[src/rtl/seq_detector_param_pkg.sv]
// Shared symbol constants, event classification and width helper for the
// parametrised sequence detector.
package seq_det_pkg;

  localparam logic SYM_ZERO = 1'b0;
  localparam logic SYM_ONE  = 1'b1;

  typedef enum logic [1:0] {
    EV_IDLE,
    EV_ACCEPT,
    EV_ERROR,
    EV_TIMEOUT
  } event_e;

  // $clog2 yields 0 for values <= 1; registers still need at least one bit.
  function automatic int clog2_min1(input int value);
    int w;
    w = $clog2(value);
    return (w < 1) ? 1 : w;
  endfunction

endpackage

[src/rtl/seq_detector_param_btn_sync_edge.sv]
// Two-flop synchroniser plus registered rising-edge detector for one button.
// The whole chain resets high so a button held through reset yields no edge.
module btn_sync_edge
  import seq_det_pkg::*;
(
  input  logic clk,
  input  logic reset,
  input  logic btn,
  output logic rise
);

  logic meta;
  logic level;
  logic level_d;

  always_ff @(posedge clk or posedge reset) begin
    if (reset) begin
      meta    <= 1'b1;
      level   <= 1'b1;
      level_d <= 1'b1;
      rise    <= 1'b0;
    end else begin
      meta    <= btn;
      level   <= meta;
      level_d <= level;
      rise    <= level & ~level_d;
    end
  end

endmodule

[src/rtl/seq_detector_param.sv]
// Moore sequence detector: button edges enter symbols, the last PAT_LEN
// accepted symbols are compared against PATTERN, with timeout and error strobes.
module seq_detector_param
  import seq_det_pkg::*;
#(
  parameter int                 PAT_LEN = 4,
  parameter logic [PAT_LEN-1:0] PATTERN = 4'b1001,
  parameter int                 TIMEOUT = 0,
  parameter int                 CNT_W   = 8
) (
  input  logic             clk,
  input  logic             reset,
  input  logic             p1,
  input  logic             p0,
  input  logic             overlap_en,
  input  logic             clr,
  output logic             z,
  output logic             match_pulse,
  output logic             err_pulse,
  output logic [CNT_W-1:0] match_count
);

  localparam int FILL_W = $clog2(PAT_LEN + 1);
  localparam int IDLE_W = clog2_min1(TIMEOUT + 1);
  localparam logic [FILL_W-1:0] FULL      = FILL_W'(PAT_LEN);
  localparam logic [IDLE_W-1:0] IDLE_LAST = IDLE_W'((TIMEOUT > 0) ? TIMEOUT - 1 : 0);

  logic rise1;
  logic rise0;

  btn_sync_edge u_sync_p1 (
    .clk   (clk),
    .reset (reset),
    .btn   (p1),
    .rise  (rise1)
  );

  btn_sync_edge u_sync_p0 (
    .clk   (clk),
    .reset (reset),
    .btn   (p0),
    .rise  (rise0)
  );

  logic [PAT_LEN-1:0] hist;
  logic [PAT_LEN-1:0] hist_n;
  logic [FILL_W-1:0]  fill;
  logic [FILL_W-1:0]  fill_n;
  logic [IDLE_W-1:0]  idle;
  logic               hit;
  event_e             ev;

  // Candidate next history and the event class for this cycle; a timeout
  // only fires when no symbol edge competes with it.
  always_comb begin
    hist_n = {hist[PAT_LEN-2:0], rise1 ? SYM_ONE : SYM_ZERO};
    fill_n = (fill == FULL) ? FULL : fill + FILL_W'(1);
    hit    = (fill_n == FULL) && (hist_n == PATTERN);
    ev     = EV_IDLE;
    if (rise1 && rise0) begin
      ev = EV_ERROR;
    end else if (rise1 || rise0) begin
      ev = EV_ACCEPT;
    end else if ((TIMEOUT > 0) && (fill != '0) && (idle == IDLE_LAST)) begin
      ev = EV_TIMEOUT;
    end
  end

  always_ff @(posedge clk or posedge reset) begin
    if (reset) begin
      hist        <= '0;
      fill        <= '0;
      idle        <= '0;
      z           <= 1'b0;
      match_pulse <= 1'b0;
      err_pulse   <= 1'b0;
      match_count <= '0;
    end else begin
      match_pulse <= 1'b0;
      err_pulse   <= 1'b0;
      if (clr) begin
        hist        <= '0;
        fill        <= '0;
        idle        <= '0;
        z           <= 1'b0;
        match_count <= '0;
      end else begin
        case (ev)
          EV_ACCEPT: begin
            hist        <= hist_n;
            idle        <= '0;
            z           <= hit;
            match_pulse <= hit;
            if (hit) begin
              // Non-overlapping mode restarts entry; the stale history is masked by fill.
              fill <= overlap_en ? FULL : '0;
              if (match_count != '1) begin
                match_count <= match_count + CNT_W'(1);
              end
            end else begin
              fill <= fill_n;
            end
          end
          EV_ERROR: begin
            fill      <= '0;
            idle      <= '0;
            z         <= 1'b0;
            err_pulse <= 1'b1;
          end
          EV_TIMEOUT: begin
            fill <= '0;
            idle <= '0;
            z    <= 1'b0;
          end
          default: begin
            idle <= ((TIMEOUT > 0) && (fill != '0)) ? idle + IDLE_W'(1) : '0;
          end
        endcase
      end
    end
  end

endmodule

[config.mk]
export PLATFORM = sky130hd
export DESIGN_NAME = seq_detector_param
export DESIGN_NICKNAME = d
export VERILOG_FILES = /design/src/rtl/seq_detector_param_pkg.sv /design/src/rtl/seq_detector_param_btn_sync_edge.sv /design/src/rtl/seq_detector_param.sv
export SDC_FILE = /design/constraint.sdc
export NUM_CORES = 1
export LEC_CHECK = 0
export BUFFER_PORTS_ARGS = -buffer_cell sky130_fd_sc_hd__buf_2
export CAP_MARGIN = 15
export CORE_MARGIN = 3
export CORE_UTILIZATION = 43
export DETAILED_ROUTE_END_ITERATION = 12
export PLACE_DENSITY = 0.6
export SLEW_MARGIN = 20
export SYNTH_ARGS = -nofsm -noshare
export SYNTH_HDL_FRONTEND = slang
export SYNTH_SLANG_ARGS = --single-unit
[constraint.sdc]
create_clock -name clk -period 5.11 [get_ports clk]
set_input_delay 1.022 -clock clk [delete_from_list [all_inputs] [get_ports clk]]
set_output_delay 1.022 -clock clk [all_outputs]
set_load 0.005 [all_outputs]
======== Word level (Yosys, flattened, before mapping) ========
Cells that the tools add are included.
W data, S select, Z words.
word-level totals
  bits in registers ....................... 25
  input port bits ......................... 6
  output and inout port bits .............. 11
  logic and storage cells ................. 56
operators by class
  $add $sub $neg .......................... 2
  eq/ne operators ......................... 7
  muxes and demuxes ....................... 20
  bitwise operators ....................... 4
  reductions and logical operators ........ 9
operators by type and width
  kind                   number
  $mux W8                4
  $mux W3                6
  $add A8 B1 Y8 const B  1
  $ne A8 B8 Y1 const B   1
  $mux W1                7
  $eq A3 B3 Y1 const B   2
  $pmux W3 S2            1
  $reduce_bool A2 Y1     3
  $eq A2 B2 Y1 const B   2
  $eq A4 B4 Y1 const B   1
  $add A3 B1 Y3 const B  1
  $reduce_and A3 Y1      1
  $reduce_bool A3 Y1     1
  $and A1 B1 Y1          2
  $eq A2 B1 Y1 const B   1
  $logic_and A1 B1 Y1    2
  $mux W2                1
  $not A1 Y1             2
  $pmux W1 S2            1
  $reduce_or A2 Y1       1
  $logic_or A1 B1 Y1     1

======== Logic depth before layout (Yosys ltp) ========
Gate-level depths: netlist (run 1).
  word-level depth ........................ 7
  mapped depth ............................ 6
  gate-level depth less buffers ........... 6

======== By module ========
Synthesis (run 1) repeated with hierarchy kept, for this count alone.
unflattened totals
  cells, all modules ...................... 104
  area, all modules ....................... 1,184.9 um^2
modules (own cells, without submodules)
  module              times used  cells each  area each (um^2)
  seq_detector_param  1           92          942.2
  btn_sync_edge       2           6           121.4

======== Worst setup path after synthesis (run 1) ========
No wires, ideal clock.
  path kind ............................... register -> register
  from .................................... register u_sync_p1.rise
  to ...................................... register match_count[3]
  setup time .............................. 125 ps
  arrival ................................. 1,668 ps
  required time ........................... 4,985 ps
  setup slack ............................. 3,318 ps
  stages on the path, launching flop included .. 6
  period minus slack after synthesis ...... 1,792 ps
  path through ............................ dfrtp_1 ha_1 buf_4 o211ai_2 nor4b_1 mux2_2
on the way
  longest elaborated chain between the ends .. 6
  elaborated cells between the ends (all ways) .. 11
  classes of those cells .................. eq/ne (2); mux (3); reduce/logical (6)
ends and longest elaborated chain
  element                          line                                    RTL
  from (decl)                      seq_detector_param_btn_sync_edge.sv:9   output logic rise
  from (signal assigned)           seq_detector_param_btn_sync_edge.sv:26  rise <= level & ~level_d;
  $logic_or A1 B1 Y1               seq_detector_param.sv:62                end else if (rise1 || rise0) begin
  $mux W1                          seq_detector_param.sv:62
  $mux W2                          seq_detector_param.sv:60                if (rise1 && rise0) begin
  $eq A2 B1 Y1                     seq_detector_param.sv:88                case (ev)
  $reduce_bool A2 Y1 (no line)     -
  $reduce_and A3 Y1 (no line) (*)  -
  to (signal assigned)             seq_detector_param.sv:98                match_count <= match_count + CNT_W'(1);
  to (decl)                        seq_detector_param.sv:20                output logic [CNT_W-1:0] match_count
Every way passes the cells marked *; elsewhere a longest branch is shown, timed or not.
A chain may end at the register's enable or synchronous reset.

======== Worst setup path in the final report (run 1) ========
  from .................................... register u_sync_p1.rise
  to ...................................... register match_count[0]
The elaborated chain is that of the path after synthesis.

==> metrics.txt, run 1 <==
dominant delay contributor by cell family on the critical path adder cells; biggest area contributors in the synthesized netlist sky130_fd_sc_hd__dfrtp_1 40%, sky130_fd_sc_hd__dfstp_2 13%, sky130_fd_sc_hd__mux2_2 5.7%; achievable frequency 0.478 GHz; proportion of synthesized flip-flops having asynchronous set or reset 100%; Final Core Density 51.4%; Clock H-tree levels 1; source-to-sink clock delay at the later pin of the worst-skew pair 0.31 ns; worst hold slack 0.368 ns; Avg Cell Area, Syn approximately 11 µm²; Top Ports 17; worst min-delay path class flip-flop to flip-flop; Buffers on Ports 16; final setup violation count 0; worst IR drop on VDD 0.000179 V; Chip Height 58.7 µm; clock input transition at the sequential cells of the worst setup and hold paths ~0.13 ns; CP bufs+invs 0; Core Box Area 2570 µm²; register-to-register path setup slack 3.02 ns; first-pass GRT wire length 3570 µm; destination of the worst register-to-register timing path match_count[0]; DR iter-0 viols 11; Worst-Margin Slew 0.901 ns; most instantiated flip-flop cell in the synthesis netlist sky130_fd_sc_hd__dfrtp_1; total global routing overflow 0; ratio of final minimum period to clock period roughly two fifths; path length in cells of the critical path 4; final net count about 140; area share of the leading cell type in the synthesized netlist 39.8%; Post-Layout Inst Area 1320 µm²; iteration count of the initial detailed-routing pass 4; largest register by flop count match_count; setup repair after global routing missed its margin false; skew final 0.00199 ns; HPWL after detailed placement 1470 µm; postcts setup bufs 0; library cell with the highest instance count after synthesis sky130_fd_sc_hd__dfrtp_1; Synth warnings 0; full die area 3440 µm²; ordered list of cells on the worst path ha_1 > o211ai_2 > nor3_1 > mux2_2; effective utilization at floorplan 46.5%; clock buffer count from CTS 3; fraction of the yosys area taken by sequential cells 53.0%; Routed wire per std cell between 10 and 15 µm; detailed-route wire length between 2000 and 2500 µm; Slew HR 39.9%; power density cells 242 nW/µm²; Worst path max stage delay 0.52 ns; CP required 5.32 ns; post-synthesis instance total ~110; cell accounting for the most synthesized area sky130_fd_sc_hd__dfrtp_1; clock tree from TritonCTS yes; signal arrival time at the worst endpoint 2.30 ns; buffer type at the clock tree root sky130_fd_sc_hd__clkbuf_4; number of resized instances in the post-cts repair step 0; commonest cells in the synthesized netlist 19 x sky130_fd_sc_hd__dfrtp_1, 12 x sky130_fd_sc_hd__nor2_1, 9 x sky130_fd_sc_hd__nor2b_1; instance area at placement 1290 µm²; post-synthesis cell type count 33; overall fraction of global-route tracks in use 13.8%; number of nets with antenna violations after detailed routing 0; Critical Path Sink Type flip-flop; number of flops mapped to enable cells by yosys 0; vias 809; CTS Hold Bufs 0; total chip power 0.319 mW; static leakage 0.616 nW; fillcell total 246; register bit total from synthesis 25; largest net degree at the start of global routing 26; Startpoint Class flip-flop; clock period minus final worst setup slack roughly 2.1 ns; number of nets produced by synthesis 118; Max Fanout on Critical Path 10; Setup crit start u_sync_p1.rise; max reg flops 8; last weighted congestion value of the routability-driven placer 0.713; Inserted Diodes 0; Clock Sinks 25; Worst Reg-to-Reg Cells 4; layout overhead on the synthesized area 10.5%; std cell rows 18; outcome finished, final reports clean; final hold violation count 0; number of design rule violations left after detail routing 0; x dimension of the die 58.7 µm; Worst Setup Path Type flip-flop to flip-flop; Critical path destination match_count[0]; registers with the most flip-flops match_count: 8 flops, fill: 3 flops, hist: 3 flops; number of buffers on the longest clock path 2; antenna violations before repair 0; post-synth design cell area 1190 µm²; number of max-slew violations in the final report 0; slowest stage cell, crit path sky130_fd_sc_hd__ha_1; share of layout cells above drive strength 1 about 29%; reported max-cap violation count 0; via count of the first global-routing pass 768; setup TNS after final layout 0 ns; startpoint of the worst-slack reg-to-reg timing path u_sync_p1.rise; Via-to-Cell Ratio ~5.3
==> cells in the final DEF, fill, tap and decap left out, types with 3 or more instances in the layout <==
cell type / synthesis / final
sky130_fd_sc_hd__nand3_1: 5 / 5
sky130_fd_sc_hd__dfstp_2: 6 / 6
sky130_fd_sc_hd__clkbuf_4: 0 / 3
sky130_fd_sc_hd__dfrtp_1: 19 / 19
sky130_fd_sc_hd__mux2_2: 6 / 6
sky130_fd_sc_hd__ha_1: 5 / 5
sky130_fd_sc_hd__nand2b_1: 4 / 4
sky130_fd_sc_hd__mux2i_1: 4 / 4
sky130_fd_sc_hd__nor2b_1: 9 / 9
sky130_fd_sc_hd__buf_2: 0 / 16
sky130_fd_sc_hd__inv_1: 3 / 3
sky130_fd_sc_hd__nor3_1: 3 / 3
sky130_fd_sc_hd__nor2_1: 12 / 12
sky130_fd_sc_hd__a21oi_1: 4 / 4
sky130_fd_sc_hd__nand2_1: 3 / 3
==> layer usage <==
| layer | global-route usage, % | share of wire, % |
|---|---|---|
| met5 | 0 | 0 |
| met4 | 5.83 | 0.74 |
| met3 | 1.97 | 4.3 |
| met2 | 21.9 | 47 |
| met1 | 19.0 | 48 |
==> through the flow <==
stage                     setup slack [ns]  cells
after floorplan                       3.32    107
after global placement                3.09    150
after detailed placement              3.03    150
after CTS                             3.00    154
after global routing                  2.87    154
final                                 3.02    154
==> area by class of cell <==
class	instances	area, µm²	area share, %
clock buffer	4	26.3	1.99
inverter	3	11.3	0.854
multi-input combinational	76	531	40.2
sequential	25	633	48.0
tap	30	37.5	2.85
timing repair buffer	16	80.1	6.07
==> worst register-to-register path, stage by stage, from the launching register on <==
cell and delay (ns):
sky130_fd_sc_hd__dfrtp_1 0.43, sky130_fd_sc_hd__ha_1 0.52, sky130_fd_sc_hd__o211ai_2 0.28, sky130_fd_sc_hd__nor3_1 0.38
sky130_fd_sc_hd__mux2_2 0.38
==> cell families (layout without fill, tap and decap cells) <==
kind of cell	after synthesis	after routing	synth area share, %
AND/OR/NAND/NOR	50	50	23.6
flip-flops	25	25	53.0
AO/OA/AOI/OAI	11	11	6.60
multiplexers	10	10	9.01
buffers and inverters	6	23	2.51
adder cells (fa/ha/maj)	5	5	5.24
==> worst min path at each step <==
stage | slack, ns | end | depth (start not counted) | start
final | 0.37 | u_sync_p0.level | 0 | u_sync_p0.meta
after global routing | 0.37 | u_sync_p1.level | 0 | u_sync_p1.meta
after CTS | 0.37 | u_sync_p0.level | 0 | u_sync_p0.meta
after detailed placement | 0.35 | u_sync_p0.level | 0 | u_sync_p0.meta
after global placement | 0.35 | u_sync_p0.level | 0 | u_sync_p0.meta
after floorplan | 0.35 | u_sync_p0.level | 0 | u_sync_p0.meta
==> power breakdown <==
part | leakage (nW) | switching (mW) | internal (mW)
logic | 0.276 | 0.0145 | 0.00977
clock network | 0.0150 | 0.0560 | 0.0305
registers | 0.325 | 0.00301 | 0.205
Power figures use the tool's default switching activity.
==> inputs of run 2 (changes only) <==
- clock period: 5.11 -> 1.95 ns (I/O delays scaled with it)
==> run 2 against run 1 <==
Worst setup slack worse by 2.9 ns. Fmax is 13% higher. Sequential share of layout area is 1.9 points lower. Clock power increased to 2.6 times the previous value. Count of clock-buffer cells in the layout unchanged. Sequential power grew to 2.6 times the previous value. Critical path depth rose by 2. Hold slack got worse by 0.28 ns. Via count rose by 1.2%. Routed wire length grew 6.0%. Combinational power rose to 2.9 times the previous value. Largest power group unchanged. Highest routed layer unchanged.
==> metrics.txt, run 2 (synthesis gave the netlist of run 1 again) <==
Worst path max stage delay around 0.43 ns; worst IR drop on VDD 0.000346 V; total placed cells including tap cells 153; Routed wire per std cell 13.7 µm; antenna violations before repair 0; Buffers on Ports 16; Clock Sinks 25; Worst Setup Path Type flip-flop to flip-flop; postcts setup bufs 0; overall fraction of global-route tracks in use 13.7%; startpoint of the worst-slack reg-to-reg timing path fill[0]; number of buffers on the longest clock path 2; power density cells a little over 600 nW/µm²; total global routing overflow 0; last weighted congestion value of the routability-driven placer 0.724; Final Non-Filler Cells 157; CP required 2.16 ns; first-pass GRT wire length about 3600 µm; detailed-route wire length 2150 µm; final hold violation count 0; source-to-sink clock delay at the later pin of the worst-skew pair 0.31 ns; clock input transition at the sequential cells of the worst setup and hold paths around 0.14 ns; ratio of final minimum period to clock period between 90% and 100%; signal arrival time at the worst endpoint 2.06 ns; largest register by flop count match_count; std cell rows 18; Worst Reg-to-Reg Cells 6; Via-to-Cell Ratio 5.22; post-route worst setup slack 0.102 ns; skew final 0.00768 ns; clock period minus final worst setup slack 1.85 ns; achievable frequency 0.541 GHz; most common library cell in the layout ignoring fill and taps sky130_fd_sc_hd__dfrtp_1; number of max-slew violations in the final report 0; path length in cells of the critical path 6; Startpoint Class flip-flop; share of layout cells above drive strength 1 33.9%; number of design rule violations left after detail routing 0; via count of the first global-routing pass about 770; CP bufs+invs 1; vias 819; slowest stage cell, crit path sky130_fd_sc_hd__dfrtp_1; Chip Height between 50 and 60 µm; registers with the most flip-flops match_count: 8 flops, fill: 3 flops, hist: 3 flops; pre-CTS setup slack 0.0357 ns; ordered list of cells on the worst path inv_1 > ha_1 > nand3b_1 > o211ai_2 > nor4b_2 > mux2_2; effective utilization at floorplan 46.5%; clock buffer count from CTS 3; final net count 139; destination of the worst register-to-register timing path match_count[3]; buffer type at the clock tree root sky130_fd_sc_hd__clkbuf_4; DR iter-0 viols 30; outcome finished, final reports clean; Max Fanout on Critical Path 10; largest net degree at the start of global routing 26; Slew HR 66.7%; Critical path destination match_count[3]; register-to-register path setup slack between 0.1 and 0.15 ns; setup repair after global routing missed its margin false; Worst-Margin Slew around 0.50 ns; static leakage about 0.63 nW; Clock H-tree levels 1; commonest cells after routing, fill and taps aside 19 x sky130_fd_sc_hd__dfrtp_1, 16 x sky130_fd_sc_hd__buf_2, 12 x sky130_fd_sc_hd__nor2_1; Critical Path Sink Type flip-flop; Inserted Diodes 0; final setup violation count 0; dominant delay contributor by cell family on the critical path simple AND/OR/NAND/NOR gates; Top Ports 17; full die area ~3400 µm²; iteration count of the initial detailed-routing pass 4; HPWL after detailed placement 1470 µm; max reg flops 8; Core Box Area 2570 µm²; setup TNS after final layout 0 ns; worst min-delay path class input port to async pin; Setup crit start fill[0]; x dimension of the die 58.7 µm; number of nets with antenna violations after detailed routing 0; reported max-cap violation count 0; clock tree from TritonCTS yes; layout overhead on the synthesized area 15.0%
run 2: worst min path at each step:
stage | end | slack (ns) | cells past startpoint
2_1_floorplan | u_sync_p0.level | 0.35 | 0
3_3_place_gp | u_sync_p0.level | 0.35 | 0
3_5_place_dp | u_sync_p0.level | 0.35 | 0
4_1_cts | match_count[1] | 0.10 | 3
5_1_grt | match_count[1] | 0.12 | 3
6_report | match_count[1] | 0.09 | 3
run 2: cell type report:
type | count | area, µm²
sequential | 25 | 633
multi-input combinational | 76 | 562
inverter | 3 | 11.3
timing repair buffer | 19 | 103
fill | 241 | 1190
tap | 30 | 37.5
clock buffer | 4 | 26.3
run 2: through the flow:
| stage | utilization, % | cell area (µm²) | power, mW | hold WS, ns |
|---|---|---|---|---|
| 5_1_grt | 53.5 | 1370 | 0.893 | 0.124 |
| 3_3_place_gp | 51.2 | 1320 | 0.622 | 0.350 |
| 4_1_cts | 52.2 | 1340 | 0.857 | 0.100 |
| 6_report | 53.5 | 1370 | 0.843 | 0.0910 |
| 3_5_place_dp | 51.2 | 1320 | 0.625 | 0.347 |
| 2_1_floorplan | - | 1190 | 0.605 | 0.345 |
run 2: repair_timing:
action | CTS | global route
hold buffers | 0 | 0
gates resized for setup | 0 | 5
setup endpoints to repair | 0 | 6
run 2: power by group:
part	total [mW]	switching, mW	internal [mW]	leakage, nW
logic	0.0698	0.0407	0.0290	0.292
registers	0.545	0.00815	0.537	0.325
clock network	0.228	0.148	0.0797	0.0150
total	0.843	0.197	0.646	0.632
run 2: routing by layer:
metal	share of wire (%)	track usage (%)	wire length, µm
met1	48	18.5	1040
met3	3.1	1.97	67
met2	48	21.9	1030
met4	0.70	5.83	15
met5	0	0	0
run 2: worst min-delay path: stages:
cell	delay (ns)
sky130_fd_sc_hd__buf_2	0.09
sky130_fd_sc_hd__inv_1	0.04
sky130_fd_sc_hd__buf_4	0.29
